--- src/rtl/mode7_pkg.sv ---
// mode7_pkg: shared config addresses, edge-mode encodings and reset coefficient for the Mode 7 renderer
package mode7_pkg;
  localparam logic [3:0] CFG_A    = 4'd0;
  localparam logic [3:0] CFG_B    = 4'd1;
  localparam logic [3:0] CFG_C    = 4'd2;
  localparam logic [3:0] CFG_D    = 4'd3;
  localparam logic [3:0] CFG_X0   = 4'd4;
  localparam logic [3:0] CFG_Y0   = 4'd5;
  localparam logic [3:0] CFG_HOFS = 4'd6;
  localparam logic [3:0] CFG_VOFS = 4'd7;
  localparam logic [3:0] CFG_MODE = 4'd8;
  typedef enum logic [1:0] {
    MODE_WRAP   = 2'd0,
    MODE_BORDER = 2'd1,
    MODE_CLAMP  = 2'd2
  } edge_mode_e;
  // Unit coefficient; shifted left by FRAC_W to form 1.0 in fixed point
  localparam logic [15:0] ONE_FX = 16'd1;
endpackage

--- src/rtl/mode7_edge.sv ---
// mode7_edge: per-axis wrap/border/clamp mapping of an integer texture coordinate
module mode7_edge
  import mode7_pkg::*;
#(
  parameter int N = 6
) (
  input  logic signed [34:0] c,
  input  logic [1:0]         mode,
  output logic [N-1:0]       t,
  output logic               oob
);
  // Any set bit above the texture range (including the sign) means outside [0, 2^N-1]
  assign oob = |c[34:N];
  // Clamp saturates by sign; every other mode keeps the wrapped low bits
  assign t = (mode == MODE_CLAMP && oob) ? (c[34] ? '0 : '1) : c[N-1:0];
endmodule

--- src/rtl/mode7_pipe.sv ---
// mode7_pipe: pipelined Mode 7 affine texture renderer with double-buffered config
module mode7_pipe
  import mode7_pkg::*;
#(
  parameter int TEX_W_LOG2 = 6,
  parameter int TEX_H_LOG2 = 6,
  parameter int COLOR_W = 8,
  parameter int COORD_W = 10,
  parameter int FRAC_W = 8,
  parameter logic [COLOR_W-1:0] BORDER_COLOR = '0
) (
  input  logic                             clk,
  input  logic                             reset,
  input  logic                             p_tick,
  input  logic                             video_on,
  input  logic                             hsync_in,
  input  logic                             vsync_in,
  input  logic [COORD_W-1:0]               pixel_x,
  input  logic [COORD_W-1:0]               pixel_y,
  input  logic                             frame_start,
  input  logic                             cfg_we,
  input  logic [3:0]                       cfg_addr,
  input  logic [15:0]                      cfg_wdata,
  output logic [TEX_W_LOG2+TEX_H_LOG2-1:0] tex_addr,
  output logic                             tex_rd_en,
  input  logic [COLOR_W-1:0]               tex_data,
  output logic [COLOR_W-1:0]               rgb,
  output logic                             rgb_valid,
  output logic                             hsync_out,
  output logic                             vsync_out
);
  localparam logic [15:0] ONE = ONE_FX << FRAC_W;
  localparam logic [7:0][15:0] RST_BANK = {16'h0, 16'h0, 16'h0, 16'h0, ONE, 16'h0, 16'h0, ONE};

  logic [7:0][15:0] sh, act, sh_nxt;
  logic [1:0] sh_mode, act_mode, mode_nxt;
  logic signed [15:0] ca, cb, cc, cd, x0, y0, hofs, vofs;
  logic signed [17:0] s0_u, s0_v;
  logic signed [15:0] s0_a, s0_b, s0_c, s0_d, s0_x0, s0_y0, s1_x0, s1_y0;
  logic [1:0] s0_mode, s1_mode, s2_mode;
  logic signed [33:0] s1_pa, s1_pb, s1_pc, s1_pd;
  logic signed [34:0] sum_x, sum_y, s2_ix, s2_iy;
  logic [TEX_W_LOG2-1:0] tx;
  logic [TEX_H_LOG2-1:0] ty;
  logic oob_x, oob_y, s3_bord, rd_d;
  logic [3:0] vid_d, hs_d, vs_d;
  logic [COLOR_W-1:0] hold, texel;

  // Shadow bank with this clock's write applied; also what frame_start commits, so a coincident write lands in active
  always_comb begin
    sh_nxt = sh;
    if (cfg_we && !cfg_addr[3]) sh_nxt[cfg_addr[2:0]] = cfg_wdata;
    mode_nxt = (cfg_we && cfg_addr == CFG_MODE) ? cfg_wdata[1:0] : sh_mode;
  end

  // Shadow/active register banks
  always_ff @(posedge clk)
    if (reset) begin
      sh <= RST_BANK;
      act <= RST_BANK;
      sh_mode <= '0;
      act_mode <= '0;
    end else begin
      sh <= sh_nxt;
      sh_mode <= mode_nxt;
      if (frame_start) begin
        act <= sh_nxt;
        act_mode <= mode_nxt;
      end
    end

  assign ca = act[CFG_A[2:0]];
  assign cb = act[CFG_B[2:0]];
  assign cc = act[CFG_C[2:0]];
  assign cd = act[CFG_D[2:0]];
  assign x0 = act[CFG_X0[2:0]];
  assign y0 = act[CFG_Y0[2:0]];
  assign hofs = act[CFG_HOFS[2:0]];
  assign vofs = act[CFG_VOFS[2:0]];

  assign sum_x = 35'(s1_pa) + 35'(s1_pb) + (35'(s1_x0) <<< FRAC_W);
  assign sum_y = 35'(s1_pc) + 35'(s1_pd) + (35'(s1_y0) <<< FRAC_W);

  mode7_edge #(.N(TEX_W_LOG2)) u_edge_x (.c(s2_ix), .mode(s2_mode), .t(tx), .oob(oob_x));
  mode7_edge #(.N(TEX_H_LOG2)) u_edge_y (.c(s2_iy), .mode(s2_mode), .t(ty), .oob(oob_y));

  // Four-stage affine pipeline plus sync/video delay, advancing only on p_tick; each pixel carries its own parameters
  always_ff @(posedge clk)
    if (reset) begin
      s0_u <= '0;
      s0_v <= '0;
      {s0_a, s0_b, s0_c, s0_d, s0_x0, s0_y0, s0_mode} <= '0;
      {s1_pa, s1_pb, s1_pc, s1_pd, s1_x0, s1_y0, s1_mode} <= '0;
      {s2_ix, s2_iy, s2_mode} <= '0;
      tex_addr <= '0;
      s3_bord <= 1'b0;
      vid_d <= '0;
      hs_d <= '1;
      vs_d <= '1;
    end else if (p_tick) begin
      s0_u <= 18'(pixel_x) + 18'(hofs) - 18'(x0);
      s0_v <= 18'(pixel_y) + 18'(vofs) - 18'(y0);
      {s0_a, s0_b, s0_c, s0_d, s0_x0, s0_y0, s0_mode} <= {ca, cb, cc, cd, x0, y0, act_mode};
      s1_pa <= 34'(s0_a) * 34'(s0_u);
      s1_pb <= 34'(s0_b) * 34'(s0_v);
      s1_pc <= 34'(s0_c) * 34'(s0_u);
      s1_pd <= 34'(s0_d) * 34'(s0_v);
      {s1_x0, s1_y0, s1_mode} <= {s0_x0, s0_y0, s0_mode};
      s2_ix <= sum_x >>> FRAC_W;
      s2_iy <= sum_y >>> FRAC_W;
      s2_mode <= s1_mode;
      tex_addr <= {ty, tx};
      s3_bord <= s2_mode == MODE_BORDER && (oob_x || oob_y);
      vid_d <= {vid_d[2:0], video_on};
      hs_d <= {hs_d[2:0], hsync_in};
      vs_d <= {vs_d[2:0], vsync_in};
    end

  // Texture read strobe and hold register; tex_data is valid in the clock after tex_rd_en
  always_ff @(posedge clk)
    if (reset) begin
      tex_rd_en <= 1'b0;
      rd_d <= 1'b0;
      hold <= '0;
    end else begin
      tex_rd_en <= p_tick;
      rd_d <= tex_rd_en;
      if (rd_d) hold <= tex_data;
    end

  // Bypass covers a p_tick arriving in the same clock the texel is being captured
  assign texel = rd_d ? tex_data : hold;

  // Output stage: blank while video is off, border colour for out-of-range texels
  always_ff @(posedge clk)
    if (reset) begin
      rgb <= '0;
      rgb_valid <= 1'b0;
      hsync_out <= 1'b1;
      vsync_out <= 1'b1;
    end else if (p_tick) begin
      rgb <= vid_d[3] ? (s3_bord ? BORDER_COLOR : texel) : '0;
      rgb_valid <= vid_d[3];
      hsync_out <= hs_d[3];
      vsync_out <= vs_d[3];
    end
endmodule

--- config.mk ---
export PLATFORM = sky130hd
export DESIGN_NAME = mode7_pipe
export DESIGN_NICKNAME = d
export VERILOG_FILES = /design/src/rtl/mode7_pkg.sv /design/src/rtl/mode7_edge.sv /design/src/rtl/mode7_pipe.sv
export SDC_FILE = /design/constraint.sdc
export NUM_CORES = 2
export LEC_CHECK = 0
export BUFFER_PORTS_ARGS = -buffer_cell sky130_fd_sc_hd__buf_2
export CAP_MARGIN = 20
export CORE_UTILIZATION = 35
export CTS_BUF_LIST = sky130_fd_sc_hd__clkbuf_4
export CTS_CLUSTER_DIAMETER = 40
export DETAILED_ROUTE_END_ITERATION = 7
export PLACE_DENSITY_LB_ADDON = 0.12
export SYNTH_ARGS = -nofsm -noshare
export SYNTH_HDL_FRONTEND = slang
export SYNTH_HIERARCHICAL = 1
export SYNTH_SLANG_ARGS = --single-unit
--- constraint.sdc ---
create_clock -name clk -period 12.97 [get_ports clk]
set_input_delay 0.6485 -clock clk [delete_from_list [all_inputs] [get_ports clk]]
set_output_delay 0.6485 -clock clk [all_outputs]
set_load 0.03 [all_outputs]
# Word level (Yosys, flattened, before mapping)
# Cells that the tools add are included.
[word_totals]
ff_bits = 666
out_inout_bits = 24
wordCells = 88
[op_classes]
n_addsub = 8
mul = 4
order_cmp = 2
n_eq_ne = 3
mux = 12
n_reduce_logical = 10
[ops]
columns = ["op", "n"]
rows = [
  ["$mul 16x18->34", 4],
  ["$bwmux 128", 1],
  ["$mux 128", 1],
  ["$add 34x34->35", 2],
  ["$add 35x24->35", 2],
  ["$reduce_or 29->1", 2],
  ["$demux 16 s3", 1],
  ["$sub 17x16->18", 2],
  ["$add 11x16->17", 2],
  ["$mux 6", 4],
  ["$mux 8", 3],
  ["$mux 16", 1],
  ["$logic_and 1x1->1", 6],
  ["$eq 4x4->1 const B", 1],
  ["$lt 3x4->1 const B", 1],
  ["$ge 3x1->1 const B", 1],
  ["$eq 2x1->1 const B", 1],
  ["$eq 2x2->1 const B", 1],
  ["$mux 2", 1],
  ["$logic_not 1->1", 1],
  ["$logic_or 1x1->1", 1],
]

# Logic depth before layout (Yosys ltp)
[logic_depth]
depth_word = 6
ltp_mapped = 25
depth_no_buf = 23

# Hierarchy
# The synthesis kept the hierarchy.
[by_module_without_submodules]
columns = ["module", "n_inst", "cells_each", "area_each_um2", "seq_area_each_um2"]
rows = [
  ["mode7_pipe", 1, 7694, 71584.9, 13332.8],
  ["mode7_edge", 2, 25, 182.7, 0.0],
]

# Worst setup path before layout
# No wires, ideal clock.
[synth_timing]
path_type = "register to register"
from = "reg s0_b[1]"
to = "reg s1_pb[33]"
arrival_time_ns = 6.171
slack_ns = 6.677
path_stages_with_launch = 24
n_path_buf = 2
synth_period_minus_slack_ns = 6.293
cell_sequence = "dfxtp_1 clkbuf_1 clkbuf_1 nand2_1 fa_1 fa_1 fa_1 inv_1 fa_1 fa_1 inv_1 fa_1 inv_1 ha_1 a21oi_1 o221ai_4 a31o_4 a41o_4 a221oi_4 a211oi_2 o21ai_2 a21oi_2 a211o_1 o311a_1"
[synth_between]
elab_chain_len = 1
[synth_rtl]
columns = ["item", "line", "text"]
rows = [
  ["start, declared", "mode7_pipe.sv:39", "logic signed [15:0] s0_a, s0_b, s0_c, s0_d, s0_x0, s0_y0, s1_x0, s1_y0;"],
  ["start signal, assigned", "mode7_pipe.sv:103", "{s0_a, s0_b, s0_c, s0_d, s0_x0, s0_y0, s0_mode} <= {ca, cb, cc, cd, x0, y0, act_mode};"],
  ["$mul 16x18->34", "mode7_pipe.sv:105", "s1_pb <= 34'(s0_b) * 34'(s0_v);"],
  ["end signal, assigned", "mode7_pipe.sv:105", ""],
  ["end, declared", "mode7_pipe.sv:41", "logic signed [33:0] s1_pa, s1_pb, s1_pc, s1_pd;"],
]
# No other way between the ends.
# A chain may end at the register's enable or synchronous reset.

# Final worst setup path
[layout_timing]
from = "reg s0_v[17]"
to = "reg s1_pd[33]"
[layout_between]
elab_chain_len = 1
[layout_rtl]
columns = ["item", "line", "text"]
rows = [
  ["start, declared", "mode7_pipe.sv:38", "logic signed [17:0] s0_u, s0_v;"],
  ["start signal, assigned", "mode7_pipe.sv:102", "s0_v <= 18'(pixel_y) + 18'(vofs) - 18'(y0);"],
  ["$mul 16x18->34", "mode7_pipe.sv:107", "s1_pd <= 34'(s0_d) * 34'(s0_v);"],
  ["end signal, assigned", "mode7_pipe.sv:107", ""],
  ["end, declared", "mode7_pipe.sv:41", ""],
]
# No other way between the ends.

==> flow_metrics.py <==
metrics = {
    "die": {
        "fp.dieW_um": 455,
        "die_area_mm2": 0.207,
        "coreArea_mm2": 0.204,
        "initial_utilization_pct": 35.2,
        "number_of_placement_rows": 166,
        "io-pin-count": 80,
        "die_h_um": 455,
    },
    "power_and_ir_drop": {
        "irDropWorstVdd_mv": 0.0779,
        "power_density_mw_per_mm2": 81.9,
        "power.static_leakage_nw": 38.9,
        "p_total_mw": 6.39,
    },
    "logic_synthesis": {
        "synth_area_per_cell_um2": 9.29,
        "ys.flop_type": "dfxtp_1",
        "synth-seq-cells": 666,
        "yosys-top-cells-count": "inv_1 (1,415), fa_1 (1,232), nor2_1 (711), nand2_1 (678), dfxtp_1 (666)",
        "synth_fa_ha_area_share_pct": 42.5,
        "multiplexer_fraction_of_the_synthesized_cell_area_pct": 5.66,
        "post-synth-top-count-cell": "inv_1",
        "synth_area_leaders": "fa_1 (34%), dfxtp_1 (19%), ha_1 (8.2%)",
        "post_synthesis_compound_gate_area_fraction_pct": 6.91,
        "synth.lib_cells_used.distinct": 84,
        "ys.warnings.count": 6,
        "synth_sequential_area_ratio_pct": 18.5,
        "synthCells": 7744,
        "yosysTopAreaCellShare_pct": 34.3,
        "synth_top_family_by_area": "adder cells",
        "synth_edf_count": 0,
        "netlist_area_mm2": 0.0720,
        "synth_xor_area_share_pct": 2.62,
        "post-synth-top-area-cell": "fa_1",
        "syn_nets": 9502,
        "synth_simple_gate_area_share_pct": 14.4,
        "postSynth.asyncResetShare_pct": 0,
    },
    "drt": {
        "drt_drc_violations_left": 0,
        "drt-pass1-iter-count": 6,
        "post_drt_via_cell_ratio": 4.81,
        "detailedRoute.firstIterationViolations": 2430,
        "routed-via-count": 51000,
        "wl_per_cell_um": 19.4,
        "route.antenna.remaining_nets": 0,
        "drt-total-wl_um": 206000,
    },
    "job": {
        "cap_violations": 0,
    },
    "clocking": {
        "clk_pin_slew_worst_paths_ns": 0.06,
        "postCtsHoldBufs": 40,
        "tritoncts": "done",
        "clock_latency_ns": 1.23,
        "cts.htree.levels": 4,
        "ctsLongestPathBuffers": 3,
        "clock_sink_count": 666,
        "cts-buffers-inserted": 196,
        "cts_resized": 0,
        "post_cts_buffers": 0,
        "clk_root_buffer_cell": "clkbuf_4",
    },
    "place": {
        "routabilityCongestion": 0.853,
        "pre_cts_slack_ns": 5.84,
        "placement.io_buffers": 79,
        "place.detailed.hpwl_um": 156000,
    },
    "critical_path": {
        "worst-endpoint-arrival_ns": 8.18,
        "cpPeakStageDelay_ns": 0.87,
        "cp_max_fo": 17,
        "crit_path_top_delay_cell": "fa_1",
        "critPathCaptureType": "flip-flop",
        "startpoint_type": "flip-flop",
        "required_ns": 13.99,
        "timing.setup.critical_path_class": "flip-flop to flip-flop",
        "cpMostUsedCell": "fa_1",
        "worstPathCellList": "buf_4 > nand2_1 > inv_1 > fa_1 > fa_1 > inv_1 > fa_1 > inv_1 > fa_1 > fa_1 > inv_1 > fa_1 > inv_1 > ha_1 > nand2_1 > a211oi_1 > a211oi_1 > o21ai_1 > a21oi_1 > o2111ai_1 > a21o_1 > a211o_1 > o311a_1",
    },
    "grt": {
        "track_usage_pct": 20.4,
        "first_global_vias": 54800,
        "wire_length_of_the_first_global_routing_pass_um": 326000,
        "globalRouteOverflowTotal": 0,
        "number_of_antenna_violations_at_the_first_check_in_global_routing": 16,
        "grt_max_degree": 127,
    },
    "timing": {
        "holdWs_ns": 0.192,
        "maxClockFrequency_mhz": 140,
        "post-route-min-period_ns": 7.16,
        "largest_clock_skew_in_the_final_design_ns": 0.133,
        "final.setup.tns_ns": 0,
        "setup_violations": 0,
        "maxSlewViolCount": 0,
        "rsz0062_at_grt": "false",
        "finalCritPeriodShare_pct": 55.2,
        "setup_slack_ns": 5.81,
        "maxSlewHeadroom_pct": 25.8,
        "hold_viol_final": 0,
        "worst_margin_pin_slew_ns": 1.11,
    },
    "final_layout": {
        "fillerInstances": 20900,
        "nets": 9509,
        "final_core_utilization_pct": 38.2,
        "layout-drive-gt1-share_pct": 6.78,
        "flow.area_growth_from_synthesis_pct": 8.46,
    },
    "hold_path": {
        "worst_hold_path_type": "input port to flip-flop",
    },
    "status": {
        "outcome": "finished, final reports clean",
    },
}
registers in the layout, indices dropped and copies added (netlist names), 18 cells and up:
signal	count
s1_pc	34
s2_iy	27
s2_ix	27
s1_pd	34
s1_pb	34
s0_u	18
s0_v	18
sh	128
s1_pa	34
final timing paths:
kind,startpoint,end,slack [ns],depth (start not counted)
worst max-delay path,s0_v[17],s1_pd[33],5.81,23
worst max register to register,s0_v[17],s1_pd[33],5.81,23
worst min register to register,s2_iy[17],s2_iy[17],0.46,2
worst min-delay path,pixel_x[1],s0_u[1],0.19,5
layout by cell type (no fill, tap or decap), types with 23 or more instances in the layout:
cell,Yosys,layout
nor2_1,711,709
a31oi_1,23,23
dlygate4sd3_1,0,40
dfxtp_1,666,661
buf_2,1,76
mux2i_1,407,407
clkinv_1,1,31
o21ai_1,32,32
inv_1,1415,1414
a21o_1,69,69
nand2_1,678,678
nand2b_1,36,35
o21ai_0,87,87
xor2_1,62,62
nand3_1,60,60
xnor2_1,153,153
nor2b_1,35,35
buf_4,0,84
ha_1,470,470
nor3_1,50,50
and2_1,551,551
a21oi_1,158,158
fa_1,1232,1232
clkbuf_4,0,287
a211oi_1,162,162
per-layer routing:
metal  share of wire, %  track usage [%]  wire length, µm
met2                 48             34.5            98300
met5              0.012                0               25
met1                 47             28.0            97400
met4                1.4             3.99             2970
met3                3.7             2.45             7560
cell type report:
| class | instances | area, µm² | share of cell area, % |
|---|---|---|---|
| diodes | 14 | 35.0 | 0.0449 |
| flip-flops and latches | 666 | 13300 | 17.1 |
| multi-input cells | 5266 | 51800 | 66.4 |
| clock buffers | 287 | 2150 | 2.76 |
| inverters | 1416 | 5320 | 6.81 |
| clock inverters | 66 | 494 | 0.633 |
| repair buffers | 205 | 1500 | 1.92 |
| well taps | 2688 | 3360 | 4.31 |
cell families (layout without fill, tap and decap cells):
| kind of cell | Yosys count | after routing |
|---|---|---|
| flip-flops | 666 | 666 |
| adder cells (fa/ha/maj) | 1702 | 1702 |
| buffers and inverters | 1812 | 1974 |
| multiplexers | 407 | 407 |
| AO/OA/AOI/OAI | 722 | 722 |
| AND/OR/NAND/NOR | 2220 | 2220 |
| XOR/XNOR | 215 | 215 |
| other | 0 | 14 |
critical path, delay by kind of cell (launching register included):
kind / cells / cell delay [ns]
adder cells (fa/ha/maj): 7 / 3.73
buffers and inverters: 6 / 0.81
AND/OR/NAND/NOR: 2 / 0.25
flip-flops: 1 / 0.66
AO/OA/AOI/OAI: 8 / 1.57
stage by stage:
stage	cell area (µm²)	std cells
2_1_floorplan	72000	7744
6_report	78000	10600
4_1_cts	78000	10600
3_3_place_gp	75000	10200
5_1_grt	78000	10600
3_5_place_dp	75000	10200
power by group:
group	total (mW)	internal [mW]	leakage [nW]	switching, mW
Sequential	2.35	2.17	5.43	0.181
Combinational	1.92	0.701	31.9	1.21
Clock	2.13	1.13	1.57	1.00
Total	6.39	3.99	38.9	2.40
Note: power is estimated with default switching activity, not from simulation.
